File: config.mk
export PLATFORM = sky130hd
export DESIGN_NAME = spi_nor_cmd_sequencer_flat
export DESIGN_NICKNAME = d
export VERILOG_FILES = /design/src/rtl/spi_nor_pkg.sv /design/src/rtl/spi_nor_cmd_sequencer_if.sv /design/src/rtl/spi_nor_gap_timer.sv /design/src/rtl/spi_nor_cmd_sequencer.sv /design/src/flat_wrapper.sv
export SDC_FILE = /design/constraint.sdc
export NUM_CORES = 1
export LEC_CHECK = 0
export BUFFER_PORTS_ARGS = -buffer_cell sky130_fd_sc_hd__buf_2
export CORE_ASPECT_RATIO = 1.1
export CORE_MARGIN = 2
export CORE_UTILIZATION = 53
export CTS_CLUSTER_DIAMETER = 60
export DETAILED_ROUTE_END_ITERATION = 6
export GPL_TIMING_DRIVEN = 0
export PLACE_DENSITY = 0.81
export SETUP_SLACK_MARGIN = 0.4
export SLEW_MARGIN = 20
export SYNTH_ARGS = -nofsm -noshare
export SYNTH_HDL_FRONTEND = slang
export SYNTH_HIERARCHICAL = 1
export SYNTH_SLANG_ARGS = --single-unit
File: constraint.sdc
create_clock -name p_clk -period 7.05 [get_ports p_clk]
set_input_delay 0.3525 -clock p_clk [delete_from_list [all_inputs] [get_ports p_clk]]
set_output_delay 0.3525 -clock p_clk [all_outputs]
set_load 0.01 [all_outputs]
File: src/rtl/spi_nor_pkg.sv
// Shared encodings for the SPI NOR command sequencer: request ops, flash opcodes,
// sequencer states and frame kinds.
package spi_nor_pkg;

   typedef enum logic [1:0] {
      OP_READ    = 2'b00,
      OP_PROGRAM = 2'b01,
      OP_ERASE   = 2'b10,
      OP_RSVD    = 2'b11
   } op_t;

   localparam logic [7:0] CMD_WREN      = 8'h06;
   localparam logic [7:0] CMD_PP        = 8'h02;
   localparam logic [7:0] CMD_READ      = 8'h03;
   localparam logic [7:0] CMD_FAST_READ = 8'h0B;
   localparam logic [7:0] CMD_SE        = 8'h20;
   localparam logic [7:0] CMD_RDSR      = 8'h05;

   localparam int WIP_BIT = 0;

   typedef enum logic [3:0] {
      IDLE, CS_ASSERT, WREN, GAP, CMD, ADDR, DATA, CS_END, POLL_CMD, POLL_RD, RESP
   } state_t;

   // Which frame the next CS_ASSERT opens.
   typedef enum logic [1:0] {
      FRM_WREN, FRM_MAIN, FRM_POLL
   } frame_t;

endpackage

File: src/rtl/spi_nor_cmd_sequencer_if.sv
// Request/response handshake between the APB front end (master) and the
// SPI NOR command sequencer (slave).
interface spi_nor_cmd_sequencer_if #(
   parameter int ADDR_W = 24
);
   logic              req_valid;
   logic              req_ready;
   logic [1:0]        req_op;
   logic [ADDR_W-1:0] req_addr;
   logic [31:0]       req_wdata;
   logic              rsp_valid;
   logic [31:0]       rsp_rdata;
   logic              rsp_err;

   modport master (
      output req_valid, req_op, req_addr, req_wdata,
      input  req_ready, rsp_valid, rsp_rdata, rsp_err
   );

   modport slave (
      input  req_valid, req_op, req_addr, req_wdata,
      output req_ready, rsp_valid, rsp_rdata, rsp_err
   );
endinterface

File: src/rtl/spi_nor_gap_timer.sv
// Loadable down-counter timing the chip-select high gap between frames.
// Loading on the cycle CS rises makes expired assert in the last high cycle.
module spi_nor_gap_timer #(
   parameter int CSH_CYCLES = 4
) (
   input  logic p_clk,
   input  logic p_reset_n,
   input  logic load,
   output logic expired
);
   logic [7:0] cnt;

   always_ff @(posedge p_clk or negedge p_reset_n) begin
      if (!p_reset_n) begin
         cnt <= '0;
      end else if (load) begin
         cnt <= 8'(CSH_CYCLES - 1);
      end else if (cnt != 8'd0) begin
         cnt <= cnt - 8'd1;
      end
   end

   assign expired = (cnt == 8'd0);
endmodule

File: src/rtl/spi_nor_cmd_sequencer.sv
// SPI NOR command sequencer: READ, PAGE PROGRAM and SECTOR ERASE with WREN and WIP polling.
// Build option SPI_NOR_FAST_READ_EN: READ uses FAST READ (0x0B) with one dummy byte.
module spi_nor_cmd_sequencer
   import spi_nor_pkg::*;
#(
   parameter int ADDR_W     = 24,
   parameter int CSH_CYCLES = 4,
   parameter int POLL_MAX   = 65535
) (
   input  logic                    p_clk,
   input  logic                    p_reset_n,
   spi_nor_cmd_sequencer_if.slave  bus,
   output logic                    sh_start,
   output logic [7:0]              sh_tx_byte,
   input  logic                    sh_done,
   input  logic [7:0]              sh_rx_byte,
   output logic                    s_css
);
`ifdef SPI_NOR_FAST_READ_EN
   localparam logic [7:0] RD_OPCODE    = CMD_FAST_READ;
   localparam logic [2:0] RD_DATA_LAST = 3'd4;
`else
   localparam logic [7:0] RD_OPCODE    = CMD_READ;
   localparam logic [2:0] RD_DATA_LAST = 3'd3;
`endif

   state_t            state;
   frame_t            frm;
   op_t               op;
   logic [ADDR_W-1:0] req_addr_w;
   logic [23:0]       addr_sr;
   logic [31:0]       wdata_sr;
   logic [2:0]        byte_cnt;
   logic [15:0]       poll_cnt;
   logic              wip;
   logic              frame_end;
   logic              gap_expired;
   logic [2:0]        data_last;

   function automatic logic [2:0] byte_inc(input logic [2:0] c);
      return (c == 3'd7) ? c : c + 3'd1;
   endfunction

   function automatic logic [15:0] poll_inc(input logic [15:0] c);
      return (c == 16'hFFFF) ? c : c + 16'd1;
   endfunction

   assign req_addr_w = bus.req_addr;
   assign data_last  = (op == OP_READ) ? RD_DATA_LAST : 3'd3;

   // Last sh_done of the current frame: CS rises and the gap timer loads on this edge.
   always_comb begin
      frame_end = 1'b0;
      if (sh_done) begin
         case (state)
            WREN, POLL_RD: frame_end = 1'b1;
            ADDR:          frame_end = (byte_cnt == 3'd2) && (op == OP_ERASE);
            DATA:          frame_end = (byte_cnt == data_last);
            default:       frame_end = 1'b0;
         endcase
      end
   end

   spi_nor_gap_timer #(.CSH_CYCLES(CSH_CYCLES)) u_gap (
      .p_clk    (p_clk),
      .p_reset_n(p_reset_n),
      .load     (frame_end),
      .expired  (gap_expired)
   );

   always_ff @(posedge p_clk or negedge p_reset_n) begin
      if (!p_reset_n) begin
         state         <= IDLE;
         frm           <= FRM_WREN;
         op            <= OP_READ;
         addr_sr       <= '0;
         wdata_sr      <= '0;
         byte_cnt      <= '0;
         poll_cnt      <= '0;
         wip           <= 1'b0;
         bus.req_ready <= 1'b0;
         bus.rsp_valid <= 1'b0;
         bus.rsp_rdata <= '0;
         bus.rsp_err   <= 1'b0;
         sh_start      <= 1'b0;
         sh_tx_byte    <= '0;
         s_css         <= 1'b1;
      end else begin
         sh_start      <= 1'b0;
         bus.rsp_valid <= 1'b0;
         case (state)
            IDLE: begin
               bus.req_ready <= 1'b1;
               if (bus.req_valid && bus.req_ready) begin
                  bus.req_ready <= 1'b0;
                  op            <= op_t'(bus.req_op);
                  addr_sr       <= 24'(req_addr_w);
                  wdata_sr      <= bus.req_wdata;
                  byte_cnt      <= '0;
                  poll_cnt      <= '0;
                  wip           <= 1'b0;
                  bus.rsp_rdata <= '0;
                  bus.rsp_err   <= (op_t'(bus.req_op) == OP_RSVD);
                  case (op_t'(bus.req_op))
                     OP_READ: begin
                        frm <= FRM_MAIN; s_css <= 1'b0; state <= CS_ASSERT;
                     end
                     OP_PROGRAM, OP_ERASE: begin
                        frm <= FRM_WREN; s_css <= 1'b0; state <= CS_ASSERT;
                     end
                     default: state <= RESP;
                  endcase
               end
            end
            CS_ASSERT: begin
               sh_start <= 1'b1;
               byte_cnt <= '0;
               case (frm)
                  FRM_WREN: begin sh_tx_byte <= CMD_WREN; state <= WREN; end
                  FRM_POLL: begin sh_tx_byte <= CMD_RDSR; state <= POLL_CMD; end
                  default: begin
                     sh_tx_byte <= (op == OP_READ) ? RD_OPCODE :
                                   (op == OP_PROGRAM) ? CMD_PP : CMD_SE;
                     state      <= CMD;
                  end
               endcase
            end
            WREN: if (sh_done) begin s_css <= 1'b1; state <= CS_END; end
            CMD: if (sh_done) begin
               sh_start   <= 1'b1;
               sh_tx_byte <= addr_sr[23:16];
               addr_sr    <= addr_sr << 8;
               state      <= ADDR;
            end
            ADDR: if (sh_done) begin
               if (frame_end) begin
                  s_css <= 1'b1; state <= CS_END;
               end else if (byte_cnt == 3'd2) begin
                  sh_start   <= 1'b1;
                  sh_tx_byte <= (op == OP_PROGRAM) ? wdata_sr[31:24] : 8'h00;
                  wdata_sr   <= wdata_sr << 8;
                  byte_cnt   <= '0;
                  state      <= DATA;
               end else begin
                  sh_start   <= 1'b1;
                  sh_tx_byte <= addr_sr[23:16];
                  addr_sr    <= addr_sr << 8;
                  byte_cnt   <= byte_inc(byte_cnt);
               end
            end
            DATA: if (sh_done) begin
               // Under FAST READ the dummy byte falls off the top after four more shifts.
               if (op == OP_READ) bus.rsp_rdata <= {bus.rsp_rdata[23:0], sh_rx_byte};
               if (frame_end) begin
                  s_css <= 1'b1; state <= CS_END;
               end else begin
                  sh_start   <= 1'b1;
                  sh_tx_byte <= (op == OP_PROGRAM) ? wdata_sr[31:24] : 8'h00;
                  wdata_sr   <= wdata_sr << 8;
                  byte_cnt   <= byte_inc(byte_cnt);
               end
            end
            POLL_CMD: if (sh_done) begin
               sh_start <= 1'b1; sh_tx_byte <= 8'h00; state <= POLL_RD;
            end
            POLL_RD: if (sh_done) begin
               wip      <= sh_rx_byte[WIP_BIT];
               poll_cnt <= poll_inc(poll_cnt);
               s_css    <= 1'b1;
               state    <= CS_END;
            end
            CS_END, GAP: begin
               if (!gap_expired) begin
                  state <= GAP;
               end else begin
                  case (frm)
                     FRM_WREN: begin frm <= FRM_MAIN; s_css <= 1'b0; state <= CS_ASSERT; end
                     FRM_MAIN: begin
                        if (op == OP_READ) begin
                           state <= RESP;
                        end else begin
                           frm <= FRM_POLL; s_css <= 1'b0; state <= CS_ASSERT;
                        end
                     end
                     default: begin
                        if (!wip) begin
                           state <= RESP;
                        end else if ({16'd0, poll_cnt} >= 32'(POLL_MAX)) begin
                           bus.rsp_err <= 1'b1; state <= RESP;
                        end else begin
                           s_css <= 1'b0; state <= CS_ASSERT;
                        end
                     end
                  endcase
               end
            end
            RESP: begin
               bus.rsp_valid <= 1'b1;
               bus.req_ready <= 1'b1;
               state         <= IDLE;
            end
            default: state <= IDLE;
         endcase
      end
   end
endmodule
File: src/flat_wrapper.sv
// flat-port wrapper written by rule: the top's interface ports become plain ports
module spi_nor_cmd_sequencer_flat import spi_nor_pkg::*;
#(
   parameter int ADDR_W     = 24,
   parameter int CSH_CYCLES = 4,
   parameter int POLL_MAX   = 65535
)
  (p_clk, p_reset_n, sh_start, sh_tx_byte, sh_done, sh_rx_byte, s_css, bus_req_valid, bus_req_op, bus_req_addr, bus_req_wdata, bus_req_ready, bus_rsp_valid, bus_rsp_rdata, bus_rsp_err);
  spi_nor_cmd_sequencer_if #(.ADDR_W(ADDR_W)) bus_i ();
  input  logic p_clk;
  input  logic p_reset_n;
  output logic sh_start;
  output logic [7:0] sh_tx_byte;
  input  logic sh_done;
  input  logic [7:0] sh_rx_byte;
  output logic s_css;
  input wire logic [$bits(bus_i.req_valid)-1:0] bus_req_valid;
  input wire logic [$bits(bus_i.req_op)-1:0] bus_req_op;
  input wire logic [$bits(bus_i.req_addr)-1:0] bus_req_addr;
  input wire logic [$bits(bus_i.req_wdata)-1:0] bus_req_wdata;
  output wire logic [$bits(bus_i.req_ready)-1:0] bus_req_ready;
  output wire logic [$bits(bus_i.rsp_valid)-1:0] bus_rsp_valid;
  output wire logic [$bits(bus_i.rsp_rdata)-1:0] bus_rsp_rdata;
  output wire logic [$bits(bus_i.rsp_err)-1:0] bus_rsp_err;
  assign bus_i.req_valid = bus_req_valid;
  assign bus_i.req_op = bus_req_op;
  assign bus_i.req_addr = bus_req_addr;
  assign bus_i.req_wdata = bus_req_wdata;
  assign bus_req_ready = bus_i.req_ready;
  assign bus_rsp_valid = bus_i.rsp_valid;
  assign bus_rsp_rdata = bus_i.rsp_rdata;
  assign bus_rsp_err = bus_i.rsp_err;
  spi_nor_cmd_sequencer #(.ADDR_W(ADDR_W), .CSH_CYCLES(CSH_CYCLES), .POLL_MAX(POLL_MAX)) u_core (.p_clk(p_clk), .p_reset_n(p_reset_n), .bus(bus_i), .sh_start(sh_start), .sh_tx_byte(sh_tx_byte), .sh_done(sh_done), .sh_rx_byte(sh_rx_byte), .s_css(s_css));
endmodule
* Yosys cells after proc, flatten, opt, wreduce, memory -nomap -nowiden *
Index checks and enable logic that the tools add are counted.
Widths: inputs -> output; s select.

storage, ports and cells
  register bits = 137
  output and inout bits = 45
  word-level logic and storage cells = 200

cells by class
  $add $sub $neg = 3
  order comparisons = 1
  equality and inequality tests = 48
  mux-type cells = 95
  reductions and logical operators = 37

operators by type and width
  cell                   number
  $mux 32                9
  $mux 24                5
  $pmux 32 s3            1
  $mux 8                 11
  $pmux 24 s3            1
  $pmux 32 s2            1
  $mux 4                 14
  $mux 16                3
  $pmux 8 s5             1
  $pmux 16 s2            1
  $pmux 4 s8             1
  $reduce_and 6->1       4
  $mux 1                 22
  $ne 2x2->1 const B     11
  $mux 3                 7
  $ne 2x1->1 const B     10
  $add 16x1->16 const B  1
  $eq 16x16->1 const B   1
  $eq 4x3->1 const B     4
  $ge 16x16->1 const B   1
  $pmux 4 s2             2
  $pmux 8 s2             1
  $reduce_and 7->1       2
  $eq 4x4->1 const B     3
  other kinds (35)       67

* Longest topological paths before layout *
Gate-level depths: netlist of run 1.

  word-level depth = 7
  gate-level depth with buffers = 10
  depth with buffers taken out = 9

* Hierarchy *
The synthesis of run 1 kept the hierarchy.

by module, submodules not included
  module                 instances  cells an instance  area each (um2)  seq. area each (um2)
  spi_nor_cmd_sequencer  1          710                6,530.0          3,229.3
  spi_nor_gap_timer      1          45                 445.4            200.2

* Worst setup path before layout of run 1 *
Ideal clock, no wire load.

  path kind = register to register
  start = reg u_core.byte_cnt[0]
  end = reg u_core.wdata_sr[10]
  data arrival time = 2.349 ns
  path slack = 4.573 ns
  cell stages (with the launch flop) = 10
  buffers on the path = 2
  clock period less this slack = 2.477 ns
  cell sequence = dfrtp_1 > inv_1 > ha_1 > nor4bb_1 > and4_1 > or3_1 > buf_2 > a211oi_4 > buf_6 > mux2_1

between the ends
  word-level cells in the longest chain between the ends = 6
  elaborated cells between the ends (all ways) = 9

ends and longest elaborated chain
  what                                   line                          source
  start: declaration                     spi_nor_cmd_sequencer.sv:33   logic [2:0] byte_cnt;
  start signal: assignment               spi_nor_cmd_sequencer.sv:148  byte_cnt <= byte_inc(byte_cnt);
  start signal: assignment               spi_nor_cmd_sequencer.sv:160  byte_cnt <= byte_inc(byte_cnt);
  $eq 3x2->1                             spi_nor_cmd_sequencer.sv:57   ADDR: frame_end = (byte_cnt == 3'd2) && (op == OP_ERASE);
  $logic_and 1x1->1                      spi_nor_cmd_sequencer.sv:57
  $pmux 1 s3 (*)                         spi_nor_cmd_sequencer.sv:55   case (state)
  $mux 1 (*)                             spi_nor_cmd_sequencer.sv:54   if (sh_done) begin
  via u_core.frame_end                   spi_nor_cmd_sequencer.sv:36   logic frame_end;
  $ne 2x2->1 (no source line)            --
  $reduce_and 7->1 (no source line) (*)  --
  end signal: assignment                 spi_nor_cmd_sequencer.sv:98   wdata_sr <= bus.req_wdata;
  end signal: assignment                 spi_nor_cmd_sequencer.sv:141  wdata_sr <= wdata_sr << 8;
  end signal: assignment                 spi_nor_cmd_sequencer.sv:159  wdata_sr <= wdata_sr << 8;
  end: declaration                       spi_nor_cmd_sequencer.sv:32   logic [31:0] wdata_sr;

Mark *: on every way through the listed nets, which the timed path passes. The rest lies on a longest branch.
A chain may end at the register's enable or synchronous reset.

* Final worst setup path of run 1 *
  start = reg u_core.u_gap.cnt[0]
  end = reg u_core.state[0]

between the ends
  word-level cells in the longest chain between the ends = 3

ends and longest elaborated chain
  what                      line                          source
  start: declaration        spi_nor_gap_timer.sv:11       logic [7:0] cnt;
  start signal: assignment  spi_nor_gap_timer.sv:17       cnt <= 8'(CSH_CYCLES - 1);
  start signal: assignment  spi_nor_gap_timer.sv:19       cnt <= cnt - 8'd1;
  $logic_not 8->1           spi_nor_gap_timer.sv:23       assign expired = (cnt == 8'd0);
  via u_core.gap_expired    spi_nor_cmd_sequencer.sv:37   logic gap_expired;
  $mux 4                    spi_nor_cmd_sequencer.sv:173  if (!gap_expired) begin
  $pmux 4 s8                spi_nor_cmd_sequencer.sv:91   case (state)
  end signal: assignment    spi_nor_cmd_sequencer.sv:174  state <= GAP;
  end signal: assignment    spi_nor_cmd_sequencer.sv:177  FRM_WREN: begin frm <= FRM_MAIN; s_css <= 1'b0; state <= CS_ASSERT; end
  end signal: assignment    spi_nor_cmd_sequencer.sv:180  state <= RESP;
  end: declaration          spi_nor_cmd_sequencer.sv:27   state_t state;

The timed path passes the listed nets, and every way through them passes these cells.

==> results of run 1 <==
## worst paths after layout
path	startpoint	to	slack [ns]	depth (start not counted)
setup reg to reg	u_core/u_gap/cnt[0]	u_core/state[0]	3.90	10
setup / recovery	u_core/u_gap/cnt[0]	u_core/state[0]	3.90	10
min in group asynchronous	p_reset_n	u_core/u_gap/cnt[4]	0.47	2
hold / removal	bus_req_wdata[2]	u_core/wdata_sr[2]	0.15	2
hold reg to reg	u_core/bus.rsp_rdata[27]	u_core/bus.rsp_rdata[27]	0.47	2
max in group asynchronous	p_reset_n	u_core/s_css	5.84	3
## cell usage after synthesis, types with 3 or more instances
library cell | number | area share, %
a221o_1 | 3 | 0.43
or2_2 | 3 | 0.27
clkbuf_1 | 38 | 2.0
dfrtp_1 | 136 | 49
mux2i_1 | 18 | 2.6
mux2_2 | 9 | 1.5
nand2b_1 | 9 | 0.81
nand2_1 | 197 | 11
inv_1 | 15 | 0.81
o21ai_0 | 75 | 5.4
nor4_1 | 9 | 0.81
ha_1 | 6 | 1.1
a22o_1 | 15 | 1.9
a311o_1 | 3 | 0.43
nor2_1 | 25 | 1.3
nand3_1 | 13 | 0.93
xnor2_1 | 7 | 0.88
nor3_1 | 13 | 0.93
nor2b_1 | 7 | 0.63
mux2_1 | 24 | 3.9
nor3b_1 | 6 | 0.65
or3_1 | 10 | 0.90
a211oi_1 | 3 | 0.32
and3_1 | 5 | 0.45
nand4_1 | 5 | 0.45
a21oi_1 | 29 | 2.1
a31oi_1 | 5 | 0.45
a2111oi_0 | 3 | 0.38
## placed cells by master (no fill, tap or decap), drive strengths merged, types with 4 or more instances in the layout
cell type | netlist | layout
nand2 | 197 | 197
dfrtp | 136 | 136
buf | 7 | 122
o21ai | 77 | 77
clkbuf | 38 | 60
mux2 | 33 | 33
a21oi | 29 | 29
nor2 | 25 | 25
mux2i | 18 | 18
inv | 15 | 15
a22o | 15 | 15
nand3 | 13 | 13
nor3 | 13 | 13
or3 | 10 | 10
nor4 | 10 | 10
nand2b | 9 | 9
nor2b | 7 | 7
xnor2 | 7 | 7
nor3b | 6 | 6
ha | 6 | 6
and3 | 5 | 5
a31oi | 5 | 5
nand4 | 5 | 5
clkinv | 0 | 5
a211oi | 5 | 5
bufinv | 0 | 4
a2111oi | 4 | 4
## metal layers
metal / GRT usage [%] / part of all wire (%) / vias to the layer above
li1: - / - / 2941
met1: 33.40 / 42 / 3038
met2: 41.85 / 49 / 242
met3: 6.910 / 6.0 / 54
met4: 9.110 / 2.5 / 0
met5: 0 / 0 / -
## worst max-delay path: cells and delay by family, from the launching register on
family | cells | cell delay [ns]
AOI/OAI and AO/OA | 3 | 0.85
and+or+nand+nor | 3 | 0.83
buffers and inverters | 2 | 0.44
DFF | 1 | 0.40
muxes | 1 | 0.30
adders and majority gates | 1 | 0.22
## per-stage QoR
step / cell area (sq um) / power (W) / setup slack, ns
2_1_floorplan: 6975 / 0.001623 / 4.573
3_3_place_gp: 7742 / 0.001819 / 3.702
3_5_place_dp: 7785 / 0.001853 / 4.115
4_1_cts: 8427 / 0.002815 / 3.999
5_1_grt: 8427 / 0.002966 / 3.829
6_report: 8427 / 0.002811 / 3.896
## power by group
group | internal, W | switching (W)
registers | 0.000993 | 0.000145
logic | 0.000313 | 0.000416
clock network | 0.000612 | 0.000332
## cell type report
cell class	count	area, sq um	share of cell area [%]
buffer	45	190.2	2.257
clock buffer	22	464.2	5.509
inverter	15	56.30	0.6682
clock inverter	10	167.7	1.990
multi-input combinational	558	3304	39.21
sequential	137	3430	40.70
timing repair buffer	116	618.1	7.335
tap	157	196.4	2.331
## registers in the layout, summed over array words and instances, names as in the netlist
signal / cells
u_core/sh_start: 1
u_core/state: 4
u_core/addr_sr: 24
u_core/sh_tx_byte: 8
u_core/bus.rsp_valid: 1
u_core/poll_cnt: 16
u_core/frm: 2
u_core/bus.rsp_err: 1
u_core/wdata_sr: 32
u_core/s_css: 1
u_core/bus.rsp_rdata: 32
u_core/bus.req_ready: 1
u_core/op: 2
u_core/u_gap/cnt: 8
u_core/byte_cnt: 3
u_core/wip: 1
## kinds of logic (layout without fill, tap and decap cells)
kind of cell	Yosys count	in the layout	synth area share, %
AO/OA/AOI/OAI	171	171	15.84
XOR/XNOR	7	7	0.8789
adder cells (fa/ha/maj)	7	7	1.220
buffers and inverters	60	208	3.534
flip-flops	137	137	49.17
multiplexers	51	51	7.910
AND/OR/NAND/NOR	322	322	21.45
## timing repair
item                      CTS  global route
hold buffers                1             0
gates resized for setup     0             0
hold endpoints to repair   69             0
==> results_dict.tcl, run 1 <==
set metrics [dict create \
    gp_congestion 0.9543 \
    wl_per_cell_microns 16.77 \
    max_freq_ghz 0.3170 \
    skew_ns 0.008893 \
    final_util_pct 66.09 \
    outcome "complete, no violations" \
    grt_max_degree 71 \
    hold_class "in2reg" \
    cp.required_ns 7.35 \
    max_slew_margin_pct 39.93 \
    syn2layout_area_growth_pct 20.81 \
    syn-num-nets 831 \
    cts.clk_slew.worst_paths_ns 0.06 \
    tightest_slew_ns 0.8992 \
    synth.distinct_cells 77 \
    antenna_found_initial 0 \
    dp_hpwl_mm 12.14 \
    ir_drop_uv 332.7 \
    async_flop_share_pct 100.0 \
    grt_pass1_vias 6028 \
    yosysSeqAreaShare_pct 49.17 \
    hold_slack_ns 0.1529 \
    start_util_pct 54.71 \
    grt_setup_unrepaired "false" \
    setup_tns_ns 0 \
    core_sq_mm 0.01275 \
    ys_ff_latch 137 \
    finalNetCount 966 \
    wl_mm 17.77 \
    worstPathMaxFanout 9 \
    firstDrtPassIters 5 \
    cts_htree_levels 4 \
    io-pin-count 115 \
    leakagePower_nw 4.016 \
    p_per_area_mw_per_mm2 333.6 \
    critPathSlowestCell "nor4b_2" \
    gr-total-overflow 0 \
    drc 0 \
    die_area_sq_mm 0.01410 \
    n_antenna_cell 0 \
    clk_latency_ns 0.42 \
    postCtsSetupRepairBufs 0 \
    final.period_utilization_pct 44.74 \
    max_stage_delay_ns 0.49 \
    cts.path.max_buffers 2 \
    track_usage_pct 25.80 \
    maxSlewViolCount 0 \
    post-route-min-period_ns 3.154 \
    vias 6275 \
    synthCells 755 \
    port_buffers 114 \
    instances_no_fill 1060 \
    rows 43 \
    grt_first_pass_wirelength_mm 29.18 \
    worstPathArrival_ns 3.45 \
    synth_ff_type "dfrtp_1" \
    syn_avg_cell_area_sq_um 9.239 \
    clockRootBuffer "clkbuf_16" \
    drive_above_1_share_pct 19.16 \
    clkSinkCount 137 \
    dp.cells 1027 \
    drtAntennaViolNets 0 \
    num-fill-cells 1036 \
    die_y_microns 124.3 \
    first_iter_violations 533 \
    critical_path_class "reg2reg" \
    cp-start-kind "flop" \
    synth_area_sq_mm 0.006975 \
    die_w_microns 113.4 \
    cp-end-kind "flop" \
    via_per_inst 5.920 \
    setup_viol 0 \
    drv_cap 0 \
    synth_edf_count 0 \
    cts_tree "yes" \
    cts-buffers-inserted 17 \
    ys.warnings.count 6 \
    finalHoldViolCount 0 \
    path_cells "inv_1, ha_1, nor4b_2, and2_1, clkbuf_1, nand2_1, a22o_1, o41ai_1, o21ai_0, mux2_2" \
]
(Power assumes the default switching activity.)
==> inputs of run 2 (changes only) <==
Clock period 7.05 ns to 3.1 ns, I/O delays scaled along.
==> run 2 against run 1 <==
  * Fmax rose by 13%
  * Register-to-register slack lost 3.6 ns
  * Combinational power is 150% higher
  * Clock-buffer cell count is the same
  * Hold slack worse by 0.13 ns
  * Core utilization is 3.2 points higher
  * Sequential share of layout area is 1.9 points lower
  * Power is 130% higher
  * Non-clock buffer count is 34 higher
  * Clock power rose by 130%
  * Critical path type unchanged
  * Highest routed layer unchanged
==> results_dict.tcl, run 2 (synthesis results as in run 1) <==
set metrics [dict create \
    drv_cap 0 \
    worstPathArrival_ns 3.08 \
    firstDrtPassIters 5 \
    port_buffers 114 \
    p_total_w 0.006540 \
    first_iter_violations 522 \
    core_sq_mm 0.01275 \
    via_per_inst 5.922 \
    grt_pass1_vias 6245 \
    die_area_sq_mm 0.01410 \
    cts.path.max_buffers 2 \
    p_per_area_mw_per_mm2 740.7 \
    clockRootBuffer "clkbuf_16" \
    cts-buffers-inserted 17 \
    syn2layout_area_growth_pct 26.58 \
    gr-total-overflow 0 \
    max_stage_delay_ns 0.37 \
    setup_tns_ns 0 \
    setup_viol 0 \
    skew_ns 0.007656 \
    final_util_pct 69.25 \
    tightest_slew_ns 0.9037 \
    gp_congestion 0.9543 \
    layout_common_cells "nand2_1, dfrtp_1, buf_2" \
    final_common_cell "nand2_1" \
    wl_per_cell_microns 17.37 \
    n_antenna_cell 0 \
    finalNetCount 1000 \
    final.period_utilization_pct 89.85 \
    cp-start-kind "flop" \
    outcome "complete, no violations" \
    finalHoldViolCount 0 \
    cts_tree "yes" \
    drtAntennaViolNets 0 \
    cts.clk_slew.worst_paths_ns 0.06 \
    cp.required_ns 3.39 \
    placed_area_sq_mm 0.007785 \
    post-route-min-period_ns 2.785 \
    fin_area_sq_mm 0.008830 \
    cp-end-kind "flop" \
    num-fill-cells 964 \
    path_cells "inv_1, ha_2, nor4bb_2, and4_1, or3_1, buf_4, a211oi_4, buf_4, buf_4, mux2_1" \
    wl_mm 19.01 \
    cp_common_cell "buf_4" \
    instances_no_fill 1094 \
    drc 0 \
    die_y_microns 124.3 \
    grt_first_pass_wirelength_mm 30.57 \
    leakagePower_nw 4.201 \
    hold_class "in2reg" \
    cts_htree_levels 4 \
    critical_path_class "reg2reg" \
    maxSlewViolCount 0 \
    grt_setup_unrepaired "true" \
    die_w_microns 113.4 \
    multi_input_area_sq_mm 0.003367 \
    critPathSlowestCell "dfrtp_1" \
    ff_latch_area_sq_mm 0.003430 \
    ir_drop_uv 711.6 \
    max_freq_ghz 0.3590 \
    grt_max_degree 71 \
    io-pin-count 115 \
    drive_above_1_share_pct 20.81 \
    top_regs "u_core/bus.rsp_rdata (32), u_core/wdata_sr (32), u_core/addr_sr (24)" \
    clkSinkCount 137 \
    dp_hpwl_mm 12.14 \
    dp.cells 1027 \
    vias 6479 \
    antenna_found_initial 0 \
    clk_latency_ns 0.42 \
    worstPathMaxFanout 8 \
    max_slew_margin_pct 39.63 \
    start_util_pct 54.71 \
    track_usage_pct 26.99 \
    rows 43 \
]
## run 2: changes by cell type in the layout (fill, tap and decap cells not counted), sizes merged
cell and change:
dlygate4sd3 +24, buf +10
## run 2: per-layer routing
metal | wire length [microns] | GRT usage [%]
met1 | 7717 | 34.60
met2 | 9582 | 44.98
met3 | 1207 | 6.375
met4 | 499 | 9.110
met5 | 0 | 0
## run 2: timing repair
item / in CTS / in global routing
setup endpoints to repair: 54 / 86
hold buffers: 25 / 0
pin swaps: 1 / 2
endpoints found under the hold margin: 93 / 0
gates resized for setup: 6 / 21
buffers inserted: 2 / 6
cloned: 0 / 2
## run 2: final cells by class
type,instances,share of cell area [%]
tap,157,2.225
inverter,15,0.6377
sequential,137,38.84
timing repair buffer,150,10.76
clock buffer,22,5.257
clock inverter,10,1.899
multi-input combinational,558,38.13
buffer,45,2.253
## run 2: path summary, 6_finish.rpt
path / depth (start not counted) / from / end / slack, ns
setup / recovery: 10 / u_core/byte_cnt[0] / u_core/wdata_sr[13] / 0.31
hold / removal: 3 / sh_rx_byte[0] / u_core/bus.rsp_rdata[0] / 0.02
setup reg to reg: 10 / u_core/byte_cnt[0] / u_core/wdata_sr[13] / 0.31
hold reg to reg: 2 / u_core/bus.rsp_rdata[27] / u_core/bus.rsp_rdata[27] / 0.47
max in group asynchronous: 3 / p_reset_n / u_core/s_css / 2.07
min in group asynchronous: 2 / p_reset_n / u_core/u_gap/cnt[4] / 0.28
## run 2: worst max-delay path, delay by kind of cell (launching register included)
family / cells / cell delay [ns]
AOI/OAI and AO/OA: 1 / 0.34
adders and majority gates: 1 / 0.21
buffers and inverters: 4 / 0.61
DFF: 1 / 0.37
muxes: 1 / 0.34
and+or+nand+nor: 3 / 0.80
## run 2: metrics by stage
step | hold slack, ns | setup slack (ns)
2_1_floorplan | -0.1406 | 0.6232
3_3_place_gp | 0.3740 | -0.05098
3_5_place_dp | 0.1461 | 0.1647
4_1_cts | 0.005421 | 0.3184
5_1_grt | 0.02051 | 0.2341
6_report | 0.01840 | 0.3148
## run 2: where the power goes
group	switching (W)	internal (W)	leakage [nW]
Combinational	0.000994	0.000796	2.12
Sequential	0.000342	0.00226	1.78
Clock	0.000759	0.00139	0.304
==> inputs of run 3 (changes only) <==
Settings changed: CORE_MARGIN 2 to 3, CORE_UTILIZATION 53 to 29, PLACE_DENSITY 0.81 to 0.52.
==> run 3 against run 2 <==
  * Flip-flop and latch count is the same
  * Worst setup slack gained 0.17 ns
  * Sequential share of layout area shrank 0.60 points
  * Die area grew 84%
  * Hold slack gained 0.0094 ns
  * Clock-buffer cell count shrank 3
  * Non-clock buffer count shrank 1
  * Cell area grew 1.6%
  * First-iteration DRC count shrank 48%
  * Power shrank 2.8%
  * Clock power shrank 6%
==> results_dict.tcl, run 3 (synthesis results as in run 1) <==
set metrics [dict create \
    post-route-min-period_ns 2.614 \
    syn2layout_area_growth_pct 28.63 \
    wl_mm 19.79 \
    top_regs "u_core/bus.rsp_rdata (32), u_core/wdata_sr (32), u_core/addr_sr (24)" \
    clk_latency_ns 0.42 \
    die_w_microns 153.9 \
    min_path_cells 3 \
    ir_drop_uv 389.4 \
    skew_ns 0.01094 \
    wl_per_cell_microns 16.01 \
    cts_htree_levels 4 \
    cp-end-kind "flop" \
    first_iter_violations 273 \
    dp_hpwl_mm 13.79 \
    p_switching_w 0.002113 \
    track_usage_pct 15.18 \
    antenna_found_initial 2 \
    clockRootBuffer "clkbuf_16" \
    drive_above_1_share_pct 21.90 \
    critPathBufInv 3 \
    io-pin-count 115 \
    reg2reg_depth 8 \
    grt_setup_unrepaired "true" \
    path_cells "clkbuf_1, nor4_4, a21oi_1, o21ai_1, a211oi_4, buf_6, buf_4, mux2_1" \
    rows 58 \
    seq_power_share_pct 40.5 \
    worstPathArrival_ns 2.91 \
    max_stage_delay_ns 0.54 \
    final_common_cell "nand2_1" \
    port_buffers 114 \
    cp-start-kind "flop" \
    gr-total-overflow 0 \
    core_sq_mm 0.02322 \
    finalNetCount 999 \
    worstPathMaxFanout 10 \
    maxSlewViolCount 0 \
    max_slew_margin_pct 55.63 \
    cts_tree "yes" \
    n_antenna_cell 0 \
    grt_pass1_vias 6105 \
    tightest_slew_ns 0.6656 \
    r2r_slack_ns 0.49 \
    cp.required_ns 3.40 \
    final.period_utilization_pct 84.33 \
    cp.depth 8 \
    grt_max_degree 79 \
    setup_viol 0 \
    cts-buffers-inserted 17 \
    firstDrtPassIters 6 \
    drtAntennaViolNets 0 \
    clkPwrFrac_pct 31.7 \
    min_to "u_core/op[0]" \
    start_util_pct 30.04 \
    drc 0 \
    cts.path.max_buffers 2 \
    finalHoldViolCount 0 \
    regToRegEndpoint "u_core/wdata_sr[28]" \
    hold_class "in2reg" \
    die_y_microns 168.7 \
    num-fill-cells 2371 \
    vias 6156 \
    grt_first_pass_wirelength_mm 32.11 \
    max_freq_ghz 0.3825 \
    hold_slack_ns 0.02777 \
    gp_congestion 0.8463 \
    die_area_sq_mm 0.02595 \
    r2r_start "u_core/state[3]" \
    path_delay_family "compound AO/OA/AOI/OAI gates" \
    combinationalPowerShare_pct 27.8 \
    intPower_w 0.004247 \
    layout_common_cells "nand2_1, dfrtp_1, buf_2" \
    drv_cap 0 \
    outcome "complete, no violations" \
    setup_tns_ns 0 \
    leakagePower_nw 4.178 \
    cts.clk_slew.worst_paths_ns 0.06 \
    hold_start "bus_req_op[0]" \
    critical_path_class "reg2reg" \
    switching_share_pct 33.22 \
    clkSinkCount 137 \
    via_per_inst 4.981 \
    critPathSlowestCell "nor4_4" \
    p_per_area_mw_per_mm2 708.8 \
]
[run 3: worst min-delay path: cells and delay by family]
family,cells,cell delay [ns]
compound gates,1,0.08
simple gates,1,0.06
buf+inv,1,0.10
[run 3: repair_timing]
| action | CTS | global route |
|---|---|---|
| hold buffers | 25 | 0 |
| pin swaps | 2 | 0 |
| gates cloned | 2 | 0 |
| gates resized for setup | 8 | 35 |
| hold endpoints to repair | 83 | 0 |
| setup buffers | 4 | 2 |
| setup endpoints to repair | 83 | 90 |
[run 3: worst max-delay path by stage]
stage / endpoint / startpoint / slack, ns
3_3_place_gp: u_core/wdata_sr[19] / p_reset_n / -0.29
5_1_grt: u_core/wdata_sr[28] / u_core/byte_cnt[0] / 0.37
4_1_cts: u_core/sh_tx_byte[7] / u_core/state[0] / 0.38
6_report: u_core/wdata_sr[28] / u_core/state[3] / 0.49
3_5_place_dp: u_core/bus.rsp_rdata[28] / u_core/state[2] / 0.05
2_1_floorplan: u_core/wdata_sr[10] / u_core/byte_cnt[0] / 0.62
[run 3: layer usage]
metal	global-route usage, %	routed length, microns	vias up
met4	4.531	234	4
met5	0	27	-
met3	3.759	1069	24
li1	-	-	3013
met1	20.66	9338	2942
met2	24.06	9121	173
[run 3: cell type report]
class | count | area, sq um | share of cell area, %
repair buffers | 149 | 930.9 | 10.38
clock buffers | 19 | 442.9 | 4.937
clock inverters | 13 | 143.9 | 1.604
multi-input cells | 558 | 3382 | 37.69
plain buffers | 45 | 210.2 | 2.343
inverters | 15 | 56.30 | 0.6275
well taps | 300 | 375.4 | 4.184
flip-flops and latches | 137 | 3431 | 38.24
[run 3: through the flow]
step           cell area (sq um)  setup WS (ns)  std cells  total power (W)  utilization [%]
5_1_grt                     8972         0.3747       1236         0.006757            38.64
6_report                    8972         0.4857       1236         0.006360            38.64
3_3_place_gp                7921        -0.2899       1169         0.004223            34.11
4_1_cts                     8882         0.3777       1234         0.006375            38.25
2_1_floorplan               6975         0.6232        755         0.003691                -
3_5_place_dp                7969        0.05114       1171         0.004252            34.32
[run 3: power groups by stage]
stage               Sequential [W]  Clock, W  Combinational (W)
floorplan                  0.00251         0            0.00118
global placement           0.00258         0            0.00164
detailed placement         0.00259         0            0.00166
CTS                        0.00257   0.00208            0.00172
global route               0.00263   0.00215            0.00197
finish                     0.00257   0.00202            0.00177
